$ cat src/rtl/reg_wb_ctrl.sv
// reg_wb_ctrl: write-back controller for the single write port of the
// 32x32 integer register file. ALU results (no backpressure, fixed
// priority) are merged with long-latency results buffered in a small
// FIFO, and one registered write is issued per cycle. pend_mask flags
// every register that still has a FIFO entry outstanding.
//
// Optional feature: define REG_WB_FWD_EN to add two combinational
// forwarding read ports that observe the registered write stage.
module reg_wb_ctrl #(
  parameter int DEPTH = 4
) (
  input  logic        clk,
  input  logic        rst_n,
  input  logic        alu_valid,
  input  logic [4:0]  alu_rd,
  input  logic [31:0] alu_data,
  input  logic        mem_valid,
  output logic        mem_ready,
  input  logic [4:0]  mem_rd,
  input  logic [31:0] mem_data,
  output logic        wr_en,
  output logic [4:0]  wr_addr,
  output logic [31:0] wr_data,
  output logic [31:0] pend_mask
`ifdef REG_WB_FWD_EN
  ,
  input  logic [4:0]  fwd_raddr_1,
  input  logic [4:0]  fwd_raddr_2,
  output logic        fwd_hit_1,
  output logic        fwd_hit_2,
  output logic [31:0] fwd_data_1,
  output logic [31:0] fwd_data_2
`endif
);

  localparam int PTR_W = (DEPTH > 1) ? $clog2(DEPTH) : 1;
  localparam int CNT_W = PTR_W + 1;

  // FIFO control state
  logic [PTR_W-1:0] wptr_q, wptr_d;
  logic [PTR_W-1:0] rptr_q, rptr_d;
  logic [CNT_W-1:0] cnt_q, cnt_d;
  logic [DEPTH-1:0] vld_q, vld_d;

  // FIFO storage (contents are qualified by vld_q, so no reset needed)
  logic [4:0]  fifo_rd_q   [DEPTH];
  logic [31:0] fifo_data_q [DEPTH];

  // Registered write port
  logic        wr_en_q, wr_en_d;
  logic [4:0]  wr_addr_q, wr_addr_d;
  logic [31:0] wr_data_q, wr_data_d;

  logic push;
  logic pop;
  logic sel_alu;

  // Ready depends on registered occupancy only, never on this cycle's pop.
  assign mem_ready = (cnt_q != CNT_W'(DEPTH));

  // Arbitration: ALU to a nonzero rd wins, otherwise drain the FIFO head.
  always_comb begin
    push      = mem_valid && mem_ready && (mem_rd != 5'd0);
    sel_alu   = alu_valid && (alu_rd != 5'd0);
    pop       = !sel_alu && (cnt_q != '0);
    wr_en_d   = 1'b0;
    wr_addr_d = wr_addr_q;
    wr_data_d = wr_data_q;
    if (sel_alu) begin
      wr_en_d   = 1'b1;
      wr_addr_d = alu_rd;
      wr_data_d = alu_data;
    end else if (pop) begin
      wr_en_d   = 1'b1;
      wr_addr_d = fifo_rd_q[rptr_q];
      wr_data_d = fifo_data_q[rptr_q];
    end
  end

  // Next-state for pointers, occupancy and per-entry valid bits.
  always_comb begin
    wptr_d = wptr_q;
    rptr_d = rptr_q;
    cnt_d  = cnt_q;
    vld_d  = vld_q;
    if (push) wptr_d = wptr_q + PTR_W'(1);
    if (pop)  rptr_d = rptr_q + PTR_W'(1);
    case ({push, pop})
      2'b10:   cnt_d = cnt_q + CNT_W'(1);
      2'b01:   cnt_d = cnt_q - CNT_W'(1);
      default: cnt_d = cnt_q;
    endcase
    if (pop)  vld_d[rptr_q] = 1'b0;
    if (push) vld_d[wptr_q] = 1'b1;
  end

  // Control and write-port registers; reset empties the FIFO and kills wr_en.
  always_ff @(posedge clk or negedge rst_n) begin
    if (!rst_n) begin
      wptr_q    <= '0;
      rptr_q    <= '0;
      cnt_q     <= '0;
      vld_q     <= '0;
      wr_en_q   <= 1'b0;
      wr_addr_q <= '0;
      wr_data_q <= '0;
    end else begin
      wptr_q    <= wptr_d;
      rptr_q    <= rptr_d;
      cnt_q     <= cnt_d;
      vld_q     <= vld_d;
      wr_en_q   <= wr_en_d;
      wr_addr_q <= wr_addr_d;
      wr_data_q <= wr_data_d;
    end
  end

  // FIFO storage write on an accepted, non-x0 long-latency result.
  always_ff @(posedge clk) begin
    if (push) begin
      fifo_rd_q[wptr_q]   <= mem_rd;
      fifo_data_q[wptr_q] <= mem_data;
    end
  end

  // Pending mask: one-hot OR of rd over every occupied FIFO slot.
  always_comb begin
    pend_mask = '0;
    for (int i = 0; i < DEPTH; i++) begin
      if (vld_q[i]) pend_mask[fifo_rd_q[i]] = 1'b1;
    end
    pend_mask[0] = 1'b0;
  end

  assign wr_en   = wr_en_q;
  assign wr_addr = wr_addr_q;
  assign wr_data = wr_data_q;

`ifdef REG_WB_FWD_EN
  // Forwarding covers the output stage, which pend_mask does not.
  assign fwd_hit_1  = wr_en_q && (wr_addr_q == fwd_raddr_1) && (fwd_raddr_1 != 5'd0);
  assign fwd_hit_2  = wr_en_q && (wr_addr_q == fwd_raddr_2) && (fwd_raddr_2 != 5'd0);
  assign fwd_data_1 = fwd_hit_1 ? wr_data_q : 32'd0;
  assign fwd_data_2 = fwd_hit_2 ? wr_data_q : 32'd0;
`endif

endmodule

$ cat config.mk
export PLATFORM = sky130hd
export DESIGN_NAME = reg_wb_ctrl
export DESIGN_NICKNAME = d
export VERILOG_FILES = /design/src/rtl/reg_wb_ctrl.sv
export SDC_FILE = /design/constraint.sdc
export NUM_CORES = 1
export LEC_CHECK = 0
export CAP_MARGIN = 20
export CORE_MARGIN = 10
export CORE_UTILIZATION = 57
export CTS_CLUSTER_DIAMETER = 50
export DETAILED_ROUTE_END_ITERATION = 10
export PLACE_DENSITY = 0.88
export SLEW_MARGIN = 10
export SYNTH_ARGS = -nofsm -noshare
export SYNTH_HDL_FRONTEND = slang
export SYNTH_SLANG_ARGS = --single-unit
export TNS_END_PERCENT = 100
$ cat constraint.sdc
create_clock -name clk -period 3.6 [get_ports clk]
set_clock_uncertainty 0.05 [all_clocks]
set_input_delay 0.72 -clock clk [delete_from_list [all_inputs] [get_ports clk]]
set_output_delay 0.72 -clock clk [all_outputs]
set_load 0.01 [all_outputs]
* Word-level counts from Yosys, hierarchy flattened
Memories as Yosys holds them, arrays and structs flattened.
Index checks and enable logic that the tools add are counted.
** Cells by class
- Muxes and demuxes :: 27
- Div/mod/pow operators :: 0
- $mul :: 0
- Add/subtract/negate cells :: 4
- Order comparisons :: 12
- Shifts and indexed selects :: 0
- Bitwise logic cells :: 6
- Eq/ne operators :: 3
- Reduce and logical (&&, ||, !) cells :: 16
** Operators with widths (count)
- two-way mux 32 bit :: 6
- OR 32 bit :: 3
- less-than comparator 5 x 6 -> 1 bit, second input constant :: 4
- demux 1 bit (select 5 bit) :: 4
- >= comparator 5 x 1 -> 1 bit, second input constant :: 4
- logical AND 1 bit :: 10
- two-way mux 1 bit :: 10
- two-way mux 5 bit :: 2
- nonzero test 5 bit :: 2
- two-way mux 4 bit :: 2
- less-than comparator 2 x 3 -> 1 bit, second input constant :: 2
- one-hot mux 3 bit (2 select lines) :: 1
- adder 2 x 1 -> 2 bit, second input constant :: 2
- bitwise AND 4 bit :: 1
- demux 1 bit (select 2 bit) :: 2
- >= comparator 2 x 1 -> 1 bit, second input constant :: 2
- NOT 4 bit :: 1
- OR 4 bit :: 1
- nonzero test 2 bit :: 2
- adder 3 x 1 -> 3 bit, second input constant :: 1
- != test 3 bit, second input constant :: 1
- nonzero test 3 bit :: 1
- subtractor 3 x 1 -> 3 bit, second input constant :: 1
- equality test 2 x 1 -> 1 bit, second input constant :: 1
- other kinds (2) :: 2
** Storage, ports and cells
- Register bits :: 49
- Bits in writable memories :: 148
- Word-level logic and storage cells :: 77
- Output and inout port bits :: 71
- Bits in latches :: 0
- ROM bits :: 0
- Bits of input ports :: 78
- Memories :: 2
** Memories
- fifo_data_q :: depth 4, width 32, read ports 1, clocked after memory_dff 0, wr ports 1, line 47 : logic [31:0] fifo_data_q [DEPTH];
- fifo_rd_q :: depth 4, width 5, read ports 5, clocked after memory_dff 0, wr ports 1, line 46 : logic [4:0] fifo_rd_q [DEPTH];

* Logic depth before layout (Yosys ltp)
Gate-level depths: netlist (run 1).
An unclocked memory read counts as a cell.
- Word-level depth :: 12
- Gate-level depth with buffers :: 11
- Depth with buffers taken out :: 10

* Worst setup path before layout (run 1)
Ideal clock, no wire load.
- Path type :: input to register
- Start :: in mem_rd[0]
- End :: reg cnt_q[2]
- Stages :: 10
- Library setup time :: 0.079 ns
- Arrival time :: 2.655 ns
- Setup slack :: 0.816 ns
- Required time :: 3.471 ns
- Path buffers :: 1
- Cells stage by stage :: or4_1 o211a_1 clkbuf_1 inv_1 ha_1 inv_1 fa_1 xor2_1 nor2_1 xor2_1
** Between the ends
- Longest elaborated chain between the ends :: 4
- Elaborated cells on any way between the ends :: 6
- Classes of those cells :: eq/ne (2); mux (1); reduce/logical (3)
** RTL lines
- from (decl) :: line 19 : input logic [4:0] mem_rd,
- nonzero test 5 bit * :: line 63 : push = mem_valid && mem_ready && (mem_rd != 5'd0);
- logical AND 1 bit * :: line 63
- equality test 2 x 1 -> 1 bit / equality test 2 bit (equally long branches) :: line 88 : case ({push, pop})
- one-hot mux 3 bit (2 select lines) / nonzero test 2 bit (equally long branches)
- to (signal assigned) :: line 110 : cnt_q <= cnt_d;
- to (decl) :: line 42 : logic [CNT_W-1:0] cnt_q, cnt_d;
Mark *: on every way between the ends. The rest lies on a longest branch, timed or not.
A chain may end at the register's enable or synchronous reset.

==> run metrics, run 1 <==
status finished clean; Hold Path Class in2async; register area share after synthesis 0.650; post-synthesis cell type count 43; worst endpoint required time 2830 ps; hold buffer count at CTS 0; Mapped Nets about 710; Clock Latency Late Sink around 430 ps; worst-path cell chain or3b_2, o32ai_1, a221o_1, clkdlybuf4s50_1; die area about 21000 sq um; Critical Path Fanout Max 8; Antenna Cells 0; number of gates resized after CTS 0; Post-synth EDFFs about 150; f_max approximately 0.30 GHz; r2r worst-path depth 5; fin nets 845; Worst Hold Margin 340 ps; first-pass GRT wire length 37600 microns; H-tree levels 4; Post-CTS Setup Bufs 0; Die Height between 100 and 150 microns; Tightest Pin Transition between 1000 and 1500 ps; vias per cell roughly 6.6; yosys warns 0; crit path kind reg2out; initial antenna violation count 0; Max-Cap Viols 0; share of cells above drive strength 1 0.123; Max clock buf depth 2; Placer Congestion approximately 0.95; synthesis-stage register bit count between 150 and 200; Routed Antenna Nets 0; instance count on the critical path 4; port bufs between 100 and 150; die width 144 microns; setup TNS 0 ps; Syn Std Cell Area around 8700 sq um; Initial Util 0.578; DPL Wire Length ~17000 microns; initial drt markers just over 500; RSZ-0062 raised after global routing false; Power Dens Cells approximately 740 nW/um^2; Mapped Avg Cell Area roughly 14 sq um; GRT overflow 0; DR WL/cell roughly 26 microns; Layout Cells excl Fill 958; via count between 6000 and 7000; GRT Overall Usage 0.241; Async S/R FF share, synth 0.249; slowest CP cell or3b_2; CP Launch Type register; crit path time final roughly 3400 ps; prevailing post-synth register cell edfxtp_1; Final Setup Violations 0; Slew HR 0.296; Tcrit/Tclk final 0.937; commonest non-fill, non-tap cells in the layout edfxtp_1 (148), clkdlybuf4s50_1 (146), nand2_1 (85); total power just over 0.008 W; clock root cell clkbuf_16; most common cell after layout, fill and taps aside edfxtp_1; Post-Syn Instances approximately 620; # placed instances 926; DRT Pass-1 Iters 6; max incr delay on CP approximately 640 ps; FP Rows between 40 and 50; Num CTS Buffers 17; fin. max-slew vios 0; # clock sinks ~200; final hold violations 0; Worst Path Buf+Inv 1; total wire length 24500 microns; TritonCTS clock tree done; largest net degree at the start of global routing 80; Syn-to-layout area delta 25.3%; I/O Pins between 100 and 150; peak supply drop 0.000389 V; Worst Path Arrival approximately 2600 ps; Util after Layout 0.724; Pleak ~3.9 nW; DRC viols 0; core outline area approximately 15000 sq um; Clock Pin Slew Worst Setup and Hold Paths ~70 ps; CP Capture Type output pin; cell family with most CP delay simple AND/OR/NAND/NOR gates; number of global-route vias before repair approximately 6500
## routing by layer
metal	wire length, microns	vias up	GRT usage
li1	-	2673	-
met1	8980	3145	0.283
met2	12900	397	0.417
met3	1700	78	0.0436
met4	971	0	0.123
met5	0	-	0
## flip-flops by register name, indices dropped and copies added (netlist names)
name and flops:
rptr_q 2, fifo_rd_q 20, wr_en 1, fifo_data_q 128, wr_addr 5, wr_data 32, wptr_q 2, cnt_q 3
vld_q 4
## cell type report
class                           instances  area, sq um
Clock buffer                           18          429
Multi-Input combinational cell        372         2840
Sequential cell                       197         5670
Inverter                               13         48.8
Clock inverter                         14          153
Tap cell                              188          235
Fill cell                             922         4160
Timing Repair Buffer                  156         1550
## worst paths after layout
kind / start / to / slack (ps)
max: fifo_rd_q[2][0]$_DFFE_PP_ / pend_mask[12] / 230
min: rst_n / wr_data[7]$_DFFE_PN0P_ / 340
max reg2reg: cnt_q[0]$_DFFE_PN0P_ / fifo_data_q[1][26]$_DFFE_PP_ / 1220
min reg2reg: wr_data[25]$_DFFE_PN0P_ / wr_data[25]$_DFFE_PN0P_ / 500
max in group asynchronous: rst_n / wr_data[13]$_DFFE_PN0P_ / 2390
min in group clk: wr_data[25]$_DFFE_PN0P_ / wr_data[25]$_DFFE_PN0P_ / 500
## synth_stat cells, types with 9 or more instances
cell type | n | area [sq um]
edfxtp_1 | 148 | 4440
clkbuf_1 | 25 | 93.8
nand3_1 | 14 | 70.1
ha_1 | 9 | 113
inv_1 | 13 | 48.8
o22ai_1 | 11 | 68.8
dfrtp_1 | 49 | 1230
a21oi_1 | 10 | 50.1
nand2_1 | 85 | 319
mux4_2 | 37 | 833
nand3b_1 | 14 | 105
a221o_1 | 10 | 100
a31oi_1 | 35 | 219
o221ai_1 | 18 | 158
nor2_1 | 56 | 210
buf_2 | 11 | 55.1
## per-stage QoR
step,setup slack [ps],instance area (sq um)
2_1_floorplan,816,8720
3_3_place_gp,384,10300
3_5_place_dp,243,10300
4_1_cts,223,10900
5_1_grt,137,10900
6_report,225,10900
## report_power, final
part / total, W / switching [W] / internal, W
sequential: 0.00358 / 0.000517 / 0.00306
clock: 0.00185 / 0.000824 / 0.00103
combinational: 0.00267 / 0.00135 / 0.00132
total: 0.00809 / 0.00269 / 0.00540
## kinds of logic after synthesis
logic type / count (synthesis) / synth area share
adder cells (fa/ha/maj): 10 / 0.0152
other: 1 / 0.000430
buffers and inverters: 52 / 0.0252
XOR/XNOR: 5 / 0.00502
AND/OR/NAND/NOR: 211 / 0.116
flip-flops: 197 / 0.650
AO/OA/AOI/OAI: 105 / 0.0892
multiplexers: 40 / 0.0993
Note: power is estimated with default switching activity, not from simulation.
==> run 2: changes to the inputs <==
--- a/config.mk
+++ b/config.mk
@@ -7,10 +7,10 @@
 export LEC_CHECK = 0
 export CAP_MARGIN = 20
 export CORE_MARGIN = 10
-export CORE_UTILIZATION = 57
+export CORE_UTILIZATION = 40
 export CTS_CLUSTER_DIAMETER = 50
 export DETAILED_ROUTE_END_ITERATION = 10
-export PLACE_DENSITY = 0.88
+export PLACE_DENSITY = 0.66
 export SLEW_MARGIN = 10
 export SYNTH_ARGS = -nofsm -noshare
 export SYNTH_HDL_FRONTEND = slang
==> run metrics, run 2 (same netlist as run 1, synthesis figures left out) <==
setup TNS 0 ps; max incr delay on CP 640 ps; Final Setup Violations 0; Syn-to-layout area delta 26.8%; first-pass GRT wire length roughly 37000 microns; DR WL/cell between 20 and 25 microns; Util after Layout 0.521; initial drt markers 561; Initial Util 0.411; CP Capture Type output pin; cell family with most CP delay simple AND/OR/NAND/NOR gates; fin area ~11000 sq um; Post-CTS Setup Bufs 0; via count 5978; Die Height roughly 170 microns; commonest non-fill, non-tap cells in the layout edfxtp_1 (148), clkdlybuf4s50_1 (146), nand2_1 (85); TritonCTS clock tree done; final hold violations 0; Worst Path Arrival 2550 ps; crit path time final roughly 3300 ps; Pleak slightly below 4 nW; Tcrit/Tclk final 0.924; f_max between 0.3 and 0.4 GHz; Worst Path Buf+Inv 1; Area after DPL 10500 sq um; Worst Hold Margin ~390 ps; Tightest Pin Transition about 1100 ps; GRT overflow 0; # placed instances ~1000; Max-Cap Viols 0; Layout Cells excl Fill approximately 1000; core outline area about 21000 sq um; status finished clean; CP Launch Type register; clock root cell clkbuf_16; Clock Pin Slew Worst Setup and Hold Paths around 70 ps; Max clock buf depth 2; peak supply drop roughly 0.00036 V; Num CTS Buffers 17; Clock Latency Late Sink between 400 and 500 ps; max FFs per register 128; die area 28100 sq um; I/O Pins approximately 150; largest reg by FF count fifo_data_q; share of cells above drive strength 1 0.123; Hold Path Class in2async; slowest CP cell or3b_2; DRT Pass-1 Iters 7; worst-path cell chain or3b_2, o32ai_1, a221o_1, clkdlybuf4s50_1; die width 168 microns; initial antenna violation count 2; fin nets approximately 850; Slew HR 0.288; largest net degree at the start of global routing 80; Placer Congestion slightly below 0.9; total wire length 24000 microns; GRT Overall Usage 0.167; RSZ-0062 raised after global routing false; DRC viols 0; Routed Antenna Nets 0; hold buffer count at CTS 0; number of gates resized after CTS 0; port bufs 147; # clock sinks a little under 200; fin. max-slew vios 0; Power Dens Cells ~730 nW/um^2; worst endpoint required time 2830 ps; DPL Wire Length approximately 16000 microns; most common cell after layout, fill and taps aside edfxtp_1; vias per cell between 5 and 6; FP Rows between 50 and 60; crit path kind reg2out; H-tree levels 4; number of global-route vias before repair ~6200; Critical Path Fanout Max 8
## run 2: cell types whose count changed in the layout (fill, tap and decap cells not counted), sizes merged
cell | before | now
clkbuf | 18 | 20
diode | 0 | 1
clkinv | 7 | 4
bufinv | 2 | 3
## run 2: cell type report
cell class                      instances  area (sq um)
Inverter                               13          48.8
Antenna cell                            1          2.50
Clock buffer                           20           447
Timing Repair Buffer                  156          1550
Sequential cell                       197          5670
Multi-Input combinational cell        372          2840
Fill cell                            1782         10200
Tap cell                              275           344
Clock inverter                         12           153
## run 2: worst reg2reg max path, stage by stage, from the launching register on
cell and delay [ps]:
dfrtp_1 410, inv_1 110, nand3_1 180, o211a_1 210
buf_4 170, and2_2 870
## run 2: report_power, final
group          switching [W]  total, W  internal (W)  leakage [nW]
clock               0.000811   0.00192       0.00111         0.284
sequential          0.000495   0.00355       0.00306          1.91
combinational        0.00133   0.00264       0.00132          1.68
## run 2: through the flow
stage	total power, W	worst slack [ps]
CTS	0.00820	265
finish	0.00812	275
floorplan	0.00502	816
global placement	0.00620	416
detailed placement	0.00627	351
global route	0.00853	194
## run 2: metal layers
metal / global-route usage / share of wire / wire length [microns]
met3: 0.0463 / 0.072 / 1730
met1: 0.209 / 0.42 / 10100
met4: 0.0598 / 0.022 / 532
met5: 0 / 0.00046 / 11
met2: 0.272 / 0.48 / 11600
## run 2: worst paths after layout
path,depth (start not counted),slack [ps],from,endpoint
max,4,280,fifo_rd_q[2][0]$_DFFE_PP_,pend_mask[12]
min,1,390,rst_n,wr_data[23]$_DFFE_PN0P_
max reg2reg,5,1200,cnt_q[0]$_DFFE_PN0P_,fifo_data_q[2][26]$_DFFE_PP_
min reg2reg,1,490,cnt_q[2]$_DFFE_PN0P_,cnt_q[2]$_DFFE_PN0P_
max in group asynchronous,2,2360,rst_n,wr_data[12]$_DFFE_PN0P_
min in group clk,1,490,cnt_q[2]$_DFFE_PN0P_,cnt_q[2]$_DFFE_PN0P_
